### src/rtl/mem_arbiter.sv
// Two-master round-robin arbiter for the picorv32 native memory bus.
// Master 0 (CPU) and master 1 (DMA/debug loader) share one slave port.
// A grant covers exactly one transaction; a watchdog force-completes any
// transaction the slave never acknowledges and records its address.
//
// Handshake: a master raises valid and holds it (with addr/wdata/wstrb stable)
// until its ready pulses for one cycle; rdata is meaningful only while ready
// is high. Dropping valid before ready abandons the transaction silently.
module mem_arbiter #(
    parameter int TIMEOUT = 1024
) (
    input  logic        clk,
    input  logic        rst_n,
    input  logic        m0_valid,
    input  logic [31:0] m0_addr,
    input  logic [31:0] m0_wdata,
    input  logic [3:0]  m0_wstrb,
    output logic        m0_ready,
    output logic [31:0] m0_rdata,
    input  logic        m1_valid,
    input  logic [31:0] m1_addr,
    input  logic [31:0] m1_wdata,
    input  logic [3:0]  m1_wstrb,
    output logic        m1_ready,
    output logic [31:0] m1_rdata,
    output logic        s_valid,
    output logic [31:0] s_addr,
    output logic [31:0] s_wdata,
    output logic [3:0]  s_wstrb,
    input  logic        s_ready,
    input  logic [31:0] s_rdata,
    output logic [1:0]  grant,
    output logic        err,
    output logic [31:0] err_addr
);

    // Counter must hold TIMEOUT; keep at least one bit when the watchdog is off.
    localparam int            CW      = (TIMEOUT > 0) ? $clog2(TIMEOUT + 1) : 1;
    localparam logic [CW-1:0] CNT_MAX = CW'(TIMEOUT);
    localparam bit            WD_EN   = (TIMEOUT != 0);

    // State encoding doubles as the one-hot grant output.
    typedef enum logic [1:0] {
        IDLE = 2'b00,
        GNT0 = 2'b01,
        GNT1 = 2'b10
    } state_t;

    state_t        state_q, state_d;
    logic          last_q, last_d;   // index of the master granted most recently
    logic [CW-1:0] cnt_q;
    logic          timeout;
    logic          done;

    // Watchdog fires only when the slave has not answered in the final cycle.
    assign timeout = WD_EN && (state_q != IDLE) && (cnt_q == CNT_MAX) && !s_ready;
    assign done    = s_ready || timeout;
    assign err     = timeout;
    assign grant   = state_q;

    // Next-state, arbitration and slave-port routing.
    always_comb begin
        state_d  = state_q;
        last_d   = last_q;
        s_valid  = 1'b0;
        s_addr   = 32'h0;
        s_wdata  = 32'h0;
        s_wstrb  = 4'h0;
        m0_ready = 1'b0;
        m0_rdata = 32'h0;
        m1_ready = 1'b0;
        m1_rdata = 32'h0;
        case (state_q)
            IDLE: begin
                if (m0_valid && m1_valid) begin
                    state_d = last_q ? GNT0 : GNT1;
                end else if (m0_valid) begin
                    state_d = GNT0;
                end else if (m1_valid) begin
                    state_d = GNT1;
                end
            end
            GNT0: begin
                s_valid  = m0_valid && !timeout;
                s_addr   = m0_addr;
                s_wdata  = m0_wdata;
                s_wstrb  = m0_wstrb;
                m0_ready = done;
                m0_rdata = timeout ? 32'hFFFF_FFFF : s_rdata;
                if (done) begin
                    state_d = IDLE;
                    last_d  = 1'b0;
                end else if (!m0_valid) begin
                    state_d = IDLE;   // abort: fairness history untouched
                end
            end
            GNT1: begin
                s_valid  = m1_valid && !timeout;
                s_addr   = m1_addr;
                s_wdata  = m1_wdata;
                s_wstrb  = m1_wstrb;
                m1_ready = done;
                m1_rdata = timeout ? 32'hFFFF_FFFF : s_rdata;
                if (done) begin
                    state_d = IDLE;
                    last_d  = 1'b1;
                end else if (!m1_valid) begin
                    state_d = IDLE;
                end
            end
            default: begin
                state_d = IDLE;
            end
        endcase
    end

    // State, fairness history, watchdog counter and error address registers.
    always_ff @(posedge clk) begin
        if (!rst_n) begin
            state_q  <= IDLE;
            last_q   <= 1'b1;
            cnt_q    <= '0;
            err_addr <= 32'h0;
        end else begin
            state_q <= state_d;
            last_q  <= last_d;
            if (state_q == IDLE) begin
                cnt_q <= '0;
            end else if (!s_ready && (cnt_q != CNT_MAX)) begin
                cnt_q <= cnt_q + CW'(1);
            end
            if (timeout) begin
                err_addr <= s_addr;
            end
        end
    end

endmodule

### config.mk
export PLATFORM = sky130hd
export DESIGN_NAME = mem_arbiter
export DESIGN_NICKNAME = d
export VERILOG_FILES = /design/src/rtl/mem_arbiter.sv
export SDC_FILE = /design/constraint.sdc
export NUM_CORES = 1
export LEC_CHECK = 0
export ABC_AREA = 1
export BUFFER_PORTS_ARGS = -buffer_cell sky130_fd_sc_hd__buf_2
export CORE_AREA = 2 2 132 134
export CTS_CLUSTER_SIZE = 28
export DETAILED_ROUTE_END_ITERATION = 6
export DIE_AREA = 0 0 134 136
export PLACE_DENSITY_LB_ADDON = 0.2
export SLEW_MARGIN = 20
export SYNTH_ARGS = -nofsm -noshare
export SYNTH_HDL_FRONTEND = slang
export SYNTH_SLANG_ARGS = --single-unit
### constraint.sdc
create_clock -name clk -period 1.9 [get_ports clk]
set_input_delay 0 -clock clk [delete_from_list [all_inputs] [get_ports clk]]
set_output_delay 0 -clock clk [all_outputs]
set_load 0.02 [all_outputs]
# [Yosys cells after proc, flatten, opt, wreduce, memory -nomap -nowiden]
# Cells that the tools add are included.
[word_totals] reg_bits=46 in_bits=173 out_inout_bits=170 elab_cells=51
[op_classes] add_sub_neg=1 n_eq_ne=9 muxes=21 bitwise_logic=1 reduce_logical=15
[ops] cell="$pmux 32 s2" n=2
[ops] cell="$mux 32" n=3
[ops] cell="$mux 2" n=8
[ops] cell="$add 11x1->11 const B" n=1
[ops] cell="$eq 11x11->1 const B" n=1
[ops] cell="$ne 11x11->1 const B" n=1
[ops] cell="$pmux 4 s2" n=1
[ops] cell="$logic_and 1x1->1" n=6
[ops] cell="$ne 3x3->1 const B" n=2
[ops] cell="$pmux 2 s3" n=1
[ops] cell="$reduce_and 3->1" n=2
[ops] cell="$mux 1" n=4
[ops] cell="$ne 2x2->1 const B" n=2
[ops] cell="$ne 4x4->1 const B" n=1
[ops] cell="$pmux 1 s2" n=2
[ops] cell="$reduce_bool 2->1" n=2
[ops] cell="$eq 2x1->1 const B" n=1
[ops] cell="$eq 2x2->1 const B" n=1
[ops] cell="$logic_not 1->1" n=2
[ops] cell="$logic_not 2->1" n=1
[ops] cell="$reduce_or 2->1" n=1
[ops] cell="$logic_or 1x1->1" n=1
[ops] cell="$not 1->1" n=1

# [Longest topological paths before layout]
[depth] depth_word=6 ltp_mapped=10

# [Worst setup path before layout]
# OpenSTA, ideal clock, no wires.
[synth_timing] path_type="register to register" startpoint="reg state_q[0], in the netlist grant[0]" endpoint="reg err_addr[10]" setup_time_ps=65 t_arrival_ps=1846 slack_ps=-11 path_stages_with_launch=8 n_path_buf=2 cell_sequence="dfxtp_1 ha_1 clkbuf_1 clkbuf_1 nand2_1 a21oi_1 o21ai_0 nor2_1"
[synth_via] elab_cells_between_ends=6
[synth_lines] element="from (decl)" line="49" rtl="state_t state_q, state_d;"
[synth_lines] element="from (signal assigned)" line="125" rtl="state_q <= state_d;"
[synth_lines] element="$eq 2x2->1 or $eq 2x1->1 (tied branches)" line="73" rtl="case (state_q)"
[synth_lines] element="$pmux 32 s2 (*)" line="73"
[synth_lines] element="named net s_addr[10]" line="27" rtl="output logic [31:0] s_addr,"
[synth_lines] element="to (signal assigned)" line="133" rtl="err_addr <= s_addr;"
[synth_lines] element="to (decl)" line="34" rtl="output logic [31:0] err_addr"
# The timed path passes the listed nets; every way through them passes the cells marked *.
# A chain may end at the register's enable or synchronous reset.

# [Worst setup path after layout]
[layout_timing] startpoint="reg cnt_q[0]" endpoint="out m1_rdata[8]"
[layout_via] elab_chain_len=5
[layout_rtl] element="from (decl)" line="51" rtl="logic [CW-1:0] cnt_q;"
[layout_rtl] element="from (signal assigned)" line="130" rtl="cnt_q <= cnt_q + CW'(1);"
[layout_rtl] element="$eq 11x11->1" line="56" rtl="assign timeout = WD_EN && (state_q != IDLE) && (cnt_q == CNT_MAX) && !s_ready;"
[layout_rtl] element="$logic_and 1x1->1 (2 in series)" line="56"
[layout_rtl] element="$mux 32" line="103" rtl="m1_rdata = timeout ? 32'hFFFF_FFFF : s_rdata;"
[layout_rtl] element="$mux 32" line="73"
[layout_rtl] element="to (decl)" line="25" rtl="output logic [31:0] m1_rdata,"
# No other way between the ends.

==> results.cfg <==
[finish]
multiInputGateArea_um2 = 2577
utilization = 0.4021
fin_cells = 1209
num_antenna_cells = 0
fillCellCount = 1787
drive_above_1_share = 0.5163
layout.nets = 1161
area.sequential_um2 = 923.4
area_delta_synth_final_pct = 83.86

[clocking]
cts_sinks = 46
cts_tree = built
htree_levels = 2
clockBufferDepth = 2
cts-buffers-inserted = 5
clk-insertion-delay-late_ns = 0.29
clk_pin_slew_worst_paths_ns = 0.07
root_buffer = clkbuf_16

[sta]
tns_ns = -1.208
slew_violations = 0
fmax_ghz = 0.5140
maxSlewHeadroom = 0.7295
worst_slew_pin_slew_ns = 0.4027
hold_viol = 0
setup_viol_count_final = 56
holdWs_ns = 0.1136
rsz0062_at_grt = true
period_share = 1.024
finClkSkew_ns = 0.007269
layout_setup_ws_ns = -0.04559
period_needed_ns = 1.946

[synthesis]
syn_inst = 639
syn_avg_cell_area_um2 = 5.776
synth_seq_cells = 46
ys.flop_type = dfxtp_1
synth_top_area_frac = 0.2495
synthTopCellsByCount = nand2_1 (181), a21oi_1 (114), inv_1 (71)
synth_most_common_cell = nand2_1
synth-edff-count = 0
yosysWarningCount = 0
synth_async_sr_flop_share = 0
ys_seq_area_frac = 0.2495
syn_area_um2 = 3691
synth_top_cell_by_area = dfxtp_1
synth_nets = 817
synth.area.top_cells = dfxtp_1 (25%), nand2_1 (18%), a21oi_1 (15%)
ys_types = 25

[floorplanning]
die_y_um = 136
num_rows = 48
start_util = 0.2187
ios = 343
coreArea_um2 = 16880
fp.dieW_um = 134
die_area_um2 = 18220

[critical_path]
crit_arrival_ns = 1.95
crit_fanout = 13
crit_path_end_kind = primary output
crit_type = reg -> out
cp-start-kind = flop
critPathRequiredTime_ns = 1.90

[routing]
drt-vias-per-instance = 4.355
vias = 5265
drc = 0
wl_per_cell_um = 14.37
dr.pass1.iters = 4
drt_iter0_drc = 218
ant_nets = 0
routed_wl_um = 17370

[place]
place_inst = 1190
gp_congestion = 0.7760
io_buffers = 342
pre_cts_ws_ns = 0.03896
dp_hpwl_um = 12820

[power]
ir_worst_vdd_uv = 314.5
powerDensity_nw_per_um2 = 695.6
power.leakage_nw = 3.442

[grt]
grt_overflow = 0
grt_pass1_wl_um = 25120
antenna_found_initial = 1
grt_pass1_vias = 4718
grt_use_total = 0.1719
grt_max_degree = 40

[status]
status = complete, but fails checks
violations = negative setup slack

[run]
cap_violations = 0

[worst_hold_path]
hold_class = in -> reg
power breakdown:
| group | switching [mW] | total (mW) | internal (mW) |
|---|---|---|---|
| clock network | 0.396 | 1.19 | 0.790 |
| registers | 0.0101 | 0.993 | 0.983 |
| logic | 1.56 | 2.54 | 0.981 |
| total | 1.97 | 4.72 | 2.75 |
worst max-delay path: stages (launching register included):
cell and delay (ns):
dfxtp_2 0.33, inv_2 0.08, ha_4 0.15, nand2_4 0.05, nor3_4 0.15, nand3_2 0.12, nor2_4 0.20, inv_8 0.10
clkbuf_16 0.20, a21oi_2 0.13, buf_4 0.15
sequential cells by signal, indices dropped and copies added (netlist names):
signal,count
grant,2
err_addr,32
last_q,1
cnt_q,11
worst paths after layout:
path                              start  slack (ns)                        end  depth (start not counted)
setup reg to reg  cnt_q[0]$_SDFFE_PP0P_        0.05   err_addr[9]$_SDFFE_PN0P_                         12
setup / recovery  cnt_q[0]$_SDFFE_PP0P_       -0.05                m1_rdata[8]                         10
hold reg to reg     last_q$_SDFFE_PN1P_        0.45        last_q$_SDFFE_PN1P_                          2
hold / removal              m0_addr[14]        0.11  err_addr[14]$_SDFFE_PN0P_                          5
through the flow:
step / area (um^2) / power, mW
5_1_grt: 6787 / 4.985
3_3_place_gp: 5844 / 3.249
6_report: 6787 / 4.721
2_1_floorplan: 3729 / 2.292
4_1_cts: 6484 / 4.616
3_5_place_dp: 5844 / 3.236
placed cells by master, fill, tap and decap left out, types with 2 or more instances in the layout:
master / n
bufinv_16: 2
o21ai_0: 22
buf_2: 276
dfxtp_2: 2
xor2_1: 4
a21oi_4: 5
o21ai_2: 14
a21oi_2: 60
ha_4: 4
a21oi_1: 79
buf_6: 23
dfxtp_1: 44
nand2_1: 179
nor2_1: 57
nand4_1: 2
nand3_1: 9
clkbuf_16: 7
buf_4: 68
buf_12: 9
nor3_1: 5
inv_2: 3
buf_16: 3
or2_2: 20
inv_1: 67
nand3_2: 2
o21ai_1: 3
cell type report:
cell class	count	area share
Inverter	73	0.04185
Clock inverter	2	0.008850
Sequential cell	46	0.1361
Timing Repair Buffer	384	0.3715
Multi-Input combinational cell	473	0.3798
Tap cell	225	0.04148
Clock buffer	6	0.02046
kinds of logic after synthesis:
family                   Yosys count  synth area share
AO/OA/AOI/OAI                    183            0.2786
adder cells (fa/ha/maj)            5           0.01695
AND/OR/NAND/NOR                  280            0.3102
XOR/XNOR                           5           0.01186
flip-flops                        46            0.2495
buffers and inverters            120            0.1329
what timing repair did:
action,CTS,global route
pin swaps,2,3
buffers inserted,5,0
gates cloned,4,2
hold buffers,1,0
endpoints found under the hold margin,2,0
gates resized for setup,113,64
endpoints found under the setup margin,86,111
routing by layer:
| layer | vias to the layer above | part of all wire | track usage |
|---|---|---|---|
| met1 | 2338 | 0.41 | 0.2117 |
| met3 | 20 | 0.070 | 0.02834 |
| li1 | 2706 | - | - |
| met4 | 0 | 0.018 | 0.04255 |
| met2 | 201 | 0.50 | 0.3111 |
| met5 | - | 0 | 0 |
No activity file was read; power rests on OpenSTA's default activity.
